==> config.mk <==
export PLATFORM = sky130hd
export DESIGN_NAME = wb_regfile_flat
export DESIGN_NICKNAME = d
export VERILOG_FILES = /design/src/rtl/wb_regfile_if.sv /design/src/rtl/wb_regfile.sv /design/src/flat_wrapper.sv
export SDC_FILE = /design/constraint.sdc
export NUM_CORES = 1
export LEC_CHECK = 0
export CORE_MARGIN = 3
export CORE_UTILIZATION = 50
export DETAILED_ROUTE_END_ITERATION = 8
export PLACE_DENSITY = 0.89
export SYNTH_ARGS = -nofsm -noshare
export SYNTH_HDL_FRONTEND = slang
export SYNTH_SLANG_ARGS = --single-unit
==> constraint.sdc <==
create_clock -name clk -period 1.82 [get_ports clk]
set_clock_uncertainty 0.1 [all_clocks]
set_input_delay 0.182 -clock clk [delete_from_list [all_inputs] [get_ports clk]]
set_output_delay 0.182 -clock clk [all_outputs]
set_load 0.05 [all_outputs]
==> src/rtl/wb_regfile_if.sv <==
// Writeback/register-file bus: M/W pipeline inputs, decode read ports,
// forwarding outputs and status.
interface wb_regfile_if;
    logic        writeEn_IN;
    logic        memRead_IN;
    logic [2:0]  writeRegSel_IN;
    logic [15:0] execData_IN;
    logic [15:0] memData_IN;
    logic        halt_IN;
    logic [2:0]  readReg1Sel;
    logic [2:0]  readReg2Sel;
    logic [15:0] readData1;
    logic [15:0] readData2;
    logic [15:0] wbData;
    logic [2:0]  wbRegSel;
    logic        wbValid;
    logic        halted;
    logic [15:0] writeCount;

    modport master (
        output writeEn_IN, memRead_IN, writeRegSel_IN, execData_IN, memData_IN,
               halt_IN, readReg1Sel, readReg2Sel,
        input  readData1, readData2, wbData, wbRegSel, wbValid, halted, writeCount
    );

    modport slave (
        input  writeEn_IN, memRead_IN, writeRegSel_IN, execData_IN, memData_IN,
               halt_IN, readReg1Sel, readReg2Sel,
        output readData1, readData2, wbData, wbRegSel, wbValid, halted, writeCount
    );
endinterface

==> src/rtl/wb_regfile.sv <==
// Writeback stage: selects the writeback value, commits it to an 8 x 16-bit
// register file with same-cycle read bypass, and tracks halt and write count.
module wb_regfile (
    input logic         clk,
    input logic         rst,
    wb_regfile_if.slave bus
);
    typedef enum logic {RUN, HALTED} state_t;

    state_t      state;
    logic [15:0] regs [8];
    logic [15:0] write_count;
    logic [15:0] wb_data;
    logic        wb_valid;

    assign wb_data  = bus.memRead_IN ? bus.memData_IN : bus.execData_IN;
    // A halt in writeback kills its own write as well as everything after it.
    assign wb_valid = bus.writeEn_IN & ~bus.halt_IN & (state == RUN);

    assign bus.wbData     = wb_data;
    assign bus.wbRegSel   = bus.writeRegSel_IN;
    assign bus.wbValid    = wb_valid;
    assign bus.halted     = (state == HALTED);
    assign bus.writeCount = write_count;

    // NOTE: every output gets a default first so no path leaves it unassigned (no latch).
    always_comb begin
        bus.readData1 = regs[bus.readReg1Sel];
        bus.readData2 = regs[bus.readReg2Sel];
        if (wb_valid && bus.readReg1Sel == bus.writeRegSel_IN) bus.readData1 = wb_data;
        if (wb_valid && bus.readReg2Sel == bus.writeRegSel_IN) bus.readData2 = wb_data;
    end

    // NOTE: non-blocking assignments for all state; the register array is reset
    // because software may read registers it never wrote and expects zero.
    always_ff @(posedge clk or negedge rst) begin
        if (!rst) begin
            state       <= RUN;
            write_count <= '0;
            for (int i = 0; i < 8; i++) regs[i] <= '0;
        end else begin
            if (state == RUN && bus.halt_IN) state <= HALTED;
            if (wb_valid) begin
                regs[bus.writeRegSel_IN] <= wb_data;
                if (write_count != 16'hFFFF) write_count <= write_count + 16'd1;
            end
        end
    end
endmodule
==> src/flat_wrapper.sv <==
// flat-port wrapper written by rule: the top's interface ports become plain ports
module wb_regfile_flat 
  (clk, rst, bus_writeEn_IN, bus_memRead_IN, bus_writeRegSel_IN, bus_execData_IN, bus_memData_IN, bus_halt_IN, bus_readReg1Sel, bus_readReg2Sel, bus_readData1, bus_readData2, bus_wbData, bus_wbRegSel, bus_wbValid, bus_halted, bus_writeCount);
  wb_regfile_if bus_i ();
  input logic clk;
  input logic rst;
  input wire logic [$bits(bus_i.writeEn_IN)-1:0] bus_writeEn_IN;
  input wire logic [$bits(bus_i.memRead_IN)-1:0] bus_memRead_IN;
  input wire logic [$bits(bus_i.writeRegSel_IN)-1:0] bus_writeRegSel_IN;
  input wire logic [$bits(bus_i.execData_IN)-1:0] bus_execData_IN;
  input wire logic [$bits(bus_i.memData_IN)-1:0] bus_memData_IN;
  input wire logic [$bits(bus_i.halt_IN)-1:0] bus_halt_IN;
  input wire logic [$bits(bus_i.readReg1Sel)-1:0] bus_readReg1Sel;
  input wire logic [$bits(bus_i.readReg2Sel)-1:0] bus_readReg2Sel;
  output wire logic [$bits(bus_i.readData1)-1:0] bus_readData1;
  output wire logic [$bits(bus_i.readData2)-1:0] bus_readData2;
  output wire logic [$bits(bus_i.wbData)-1:0] bus_wbData;
  output wire logic [$bits(bus_i.wbRegSel)-1:0] bus_wbRegSel;
  output wire logic [$bits(bus_i.wbValid)-1:0] bus_wbValid;
  output wire logic [$bits(bus_i.halted)-1:0] bus_halted;
  output wire logic [$bits(bus_i.writeCount)-1:0] bus_writeCount;
  assign bus_i.writeEn_IN = bus_writeEn_IN;
  assign bus_i.memRead_IN = bus_memRead_IN;
  assign bus_i.writeRegSel_IN = bus_writeRegSel_IN;
  assign bus_i.execData_IN = bus_execData_IN;
  assign bus_i.memData_IN = bus_memData_IN;
  assign bus_i.halt_IN = bus_halt_IN;
  assign bus_i.readReg1Sel = bus_readReg1Sel;
  assign bus_i.readReg2Sel = bus_readReg2Sel;
  assign bus_readData1 = bus_i.readData1;
  assign bus_readData2 = bus_i.readData2;
  assign bus_wbData = bus_i.wbData;
  assign bus_wbRegSel = bus_i.wbRegSel;
  assign bus_wbValid = bus_i.wbValid;
  assign bus_halted = bus_i.halted;
  assign bus_writeCount = bus_i.writeCount;
  wb_regfile u_core (.clk(clk), .rst(rst), .bus(bus_i));
endmodule
### After elaboration in Yosys (flattened, before gate mapping)

Cells that the tools add are included.

* bitwise operators: 7
* reductions and logical operators: 5
* order comparisons: 4
* eq/ne operators: 3
* multiplexer cells: 12
* div/mod/pow operators: 0
* add/sub/neg operators: 1
* multiply operators: 0
* shift operators: 0

Operators with widths (number)
* bitwise mux 128 bit: 1
* 2-to-1 mux 16 bit: 8
* binary-select mux 16 bit (select 3 bit): 2
* demux 16 bit (select 3 bit): 1
* adder 16 x 1 -> 16 bit (second input constant): 1
* inequality test 16 bit (second input constant): 1
* >= comparator 4 bit (second input constant): 3
* NOT 3 -> 4 bit: 3
* == test 3 bit: 2
* logical AND 1 bit: 4
* less-than comparator 4 x 1 -> 1 bit (second input constant): 1
* AND 1 bit: 2
* NOT 1 bit: 2
* AND reduction 2 bit: 1

* word-level logic and storage cells: 42
* register bits: 145
* memories kept: 0
* RAM bits: 0
* latch bits: 0
* ROM bits: 0

### Longest topological paths before layout

* depth in word-level cells: 6
* depth in mapped cells: 7
* depth with buffers taken out: 5

### Least setup slack after synthesis

Ideal clock, no wire load.

* kind: flip-flop to output port
* from: register u_core.state (netlist: u_core.bus.halted)
* to: output bus_readData2[10]
* arrival time: 2280 ps
* path slack: -742 ps
* cell stages (with the launch flop): 6
* cells stage by stage: dfrtp_1 or3b_4 inv_1 nand4_1 clkbuf_1 a21oi_1

* longest elaborated chain between the ends: 4

RTL lines
* start, declared: RTL line wb_regfile.sv:10 `state_t state;`
* start signal, assigned: RTL line wb_regfile.sv:38 `state <= RUN;`
* start signal, assigned: RTL line wb_regfile.sv:42 `if (state == RUN && bus.halt_IN) state <= HALTED;`
* NOT 1 bit: RTL line wb_regfile.sv:18 `assign wb_valid = bus.writeEn_IN & ~bus.halt_IN & (state == RUN);`
* AND 1 bit: RTL line wb_regfile.sv:18
* logical AND 1 bit: RTL line wb_regfile.sv:31 `if (wb_valid && bus.readReg2Sel == bus.writeRegSel_IN) bus.readData2 = wb_data;`
* 2-to-1 mux 16 bit: RTL line wb_regfile.sv:31
* end, declared: RTL line flat_wrapper.sv:16 `output wire logic [$bits(bus_i.readData2)-1:0] bus_readData2;`

No other way between the ends.

### Worst setup path after layout

* from: register u_core.state (netlist: u_core.bus.halted)
* to: output bus_readData1[5]

* longest elaborated chain between the ends: 4

RTL lines
* NOT 1 bit: RTL line wb_regfile.sv:18
* AND 1 bit: RTL line wb_regfile.sv:18
* logical AND 1 bit: RTL line wb_regfile.sv:30 `if (wb_valid && bus.readReg1Sel == bus.writeRegSel_IN) bus.readData1 = wb_data;`
* 2-to-1 mux 16 bit: RTL line wb_regfile.sv:30
* end, declared: RTL line flat_wrapper.sv:15 `output wire logic [$bits(bus_i.readData1)-1:0] bus_readData1;`

No other way between the ends.

==> metrics.cfg <==
[synthesis]
netlist_area_um2 = 7810
synth.net_count = 778
synth_ff_type = dfrtp_1
synth_cell_types = 34
synth_cells = 731
async_flop_share_pct = 100
postSynthAreaPerCell_um2 = 10.7
ys_ff_latch = 145
ys_warn_count = 0
synth_edf_count = 0
ys_seq_area_share_pct = 46.5

[sta]
finalSetupViolations = 173
setup_slack_ps = -685
max_freq_ghz = 0.399
fin_crit_ps = 2510
relSlewSlack_pct = 35.3
period_share_pct = 138
worst_slew_pin_slew_ps = 963
slew_violations = 0
rsz0062_at_grt = true
finalSetupTns_ps = -41180
hold_violations = 0

[cells_and_area]
mostFrequentLayoutCell = buf_4
diodes = 0
drive_gt1_share_pct = 46.6
postLayoutCellArea_um2 = 12200
area_growth_syn_to_layout_pct = 56.6
layout_common_cells = 133 x buf_4, 129 x dfrtp_1, 103 x nand2_1
final_nets = 997

[detailed_routing]
wl_per_cell_um = 30.5
vias_per_cell = 7.06
drt-total-wl_um = 35800
initialDrtViolationCount = 1617
drc = 0
vias = 8275
ant_nets = 0
dr.pass1.iters = 7

[cts]
clk_latency_ps = 450
cts_tree = built
cts_num_sinks = 145
clk_path_buf_depth = 2
clkSlewWorstSetupHoldPaths_ps = 60
cts-buffers-inserted = 17
htree_num_levels = 4
cts-root-buf = clkbuf_16

[power_and_ir_drop]
power-per-cell-area_nw_per_um2 = 674
peakVddDrop_v = 0.000825
p_total_mw = 8.24
power_leakage_nw = 5.26

[global_route]
grt_pass1_vias = 8337
grt_pass1_wl_um = 50300
grt_overflow_total = 0
grtUsageTotal_pct = 40.0
antenna_found_initial = 1
grt_max_degree = 48

[floorplan]
die_area_um2 = 17200
die_h_um = 131
io_pins = 115
coreArea_um2 = 15300
start_util_pct = 51.2
dieWidth_um = 131
rows = 45

[run]
drv_cap = 0

[worst_setup_path]
crit_path_end = bus_readData1[5]
reg2reg_depth = 10
cp.required_ps = 1540
start_kind = register
crit_fanout = 6
reg2reg_slack_ps = -350
timing.rr.start = u_core.bus.halted
regToRegEndpoint = u_core.regs[27]
crit_start = u_core.bus.halted
critPathKind = register to output pin
arrival_ps = 2220
crit_path_end_kind = output pin

[hold_path]
hp-class = input port to async pin

[place]
place_ws_ps = -490
post-dp-hpwl_um = 16600
portBuffers = 114
post_dp_cell_area_um2 = 10800
gp_congestion = 0.832

[outcome]
outcome = finished with violations
violations = negative setup slack

logic make-up (layout without fill, tap and decap cells):
| kind of cell | count (synthesis) | count (layout) | synth area share (%) |
|---|---|---|---|
| XOR/XNOR | 19 | 19 | 2.13 |
| AO/OA/AOI/OAI | 162 | 162 | 10.4 |
| AND/OR/NAND/NOR | 212 | 212 | 11.6 |
| multiplexers | 114 | 114 | 25.0 |
| flip-flops | 145 | 145 | 46.5 |
| adder cells (fa/ha/maj) | 1 | 1 | 0.160 |
| buffers and inverters | 78 | 308 | 4.29 |
metal layers:
layer,wire (um),track usage [%]
met5,13,0
met4,3570,26.5
met3,5070,15.1
met2,16200,61.5
met1,10900,47.0
repair_timing:
action,4_1_cts,5_1_grt
cloned,9,1
resized for setup,112,45
pin swaps,30,10
hold buffers,1,0
buffers inserted,8,6
endpoints found under the setup margin,102,182
endpoints found under the hold margin,119,0
cells in the mapped netlist, types with 3 or more instances:
cell type / number / area [um2]
buf_2: 18 / 90.1
nor3_1: 7 / 35.0
o21ai_0: 98 / 490
inv_1: 19 / 71.3
a21oi_1: 64 / 320
mux4_2: 64 / 1440
xnor2_1: 14 / 123
nand4_1: 8 / 50.1
dfrtp_1: 145 / 3630
mux2i_1: 48 / 480
nor2_1: 68 / 255
nand3_1: 11 / 55.1
nand2_1: 103 / 387
buf_4: 3 / 22.5
clkbuf_1: 35 / 131
xor2_1: 5 / 43.8
cell type report:
type                            count  area [um2]
Timing Repair Buffer              259        2980
Clock buffer                       24         492
Clock inverter                      6        32.5
Multi-Input combinational cell    508        4740
Fill cell                         718        3030
Tap cell                          211         264
Inverter                           19        73.8
Sequential cell                   145        3650
report_power, final:
group / leakage (nW) / internal, mW / total (mW) / switching, mW
logic: 3.02 / 0.659 / 1.54 / 0.883
clock network: 0.261 / 1.86 / 3.29 / 1.43
registers: 1.97 / 3.31 / 3.41 / 0.0960
total: 5.26 / 5.83 / 8.24 / 2.41
how the worst min path moves through the flow:
stage                     from           endpoint  slack [ps]  cells after the start
after floorplan            rst  u_core.bus.halted        -210                      0
after global placement     rst   u_core.regs[105]          50                      1
after detailed placement   rst    u_core.regs[73]          50                      1
after CTS                  rst   u_core.regs[100]         180                      2
after global routing       rst    u_core.regs[73]         190                      2
final                      rst    u_core.regs[73]         160                      2
flip-flops by register name, summed over array words and instances (netlist names):
name                   flops
u_core.regs              128
u_core.bus.writeCount     16
u_core.bus.halted          1
worst max-delay path, stage by stage, from the launching register on:
cell and delay (ps):
dfrtp_2 400, or3b_4 410, inv_4 90, nand4_1 120, buf_6 210, buf_12 160
a21oi_4 210, buf_12 170
stage by stage:
stage / cells / hold slack [ps] / util [%]
floorplan: 731 / -214 / -
global placement: 1118 / 46.1 / 70.7
detailed placement: 1118 / 50.0 / 70.7
CTS: 1166 / 179 / 78.8
global route: 1172 / 192 / 80.1
finish: 1172 / 163 / 80.1
No activity file was read; power rests on OpenSTA's default activity.
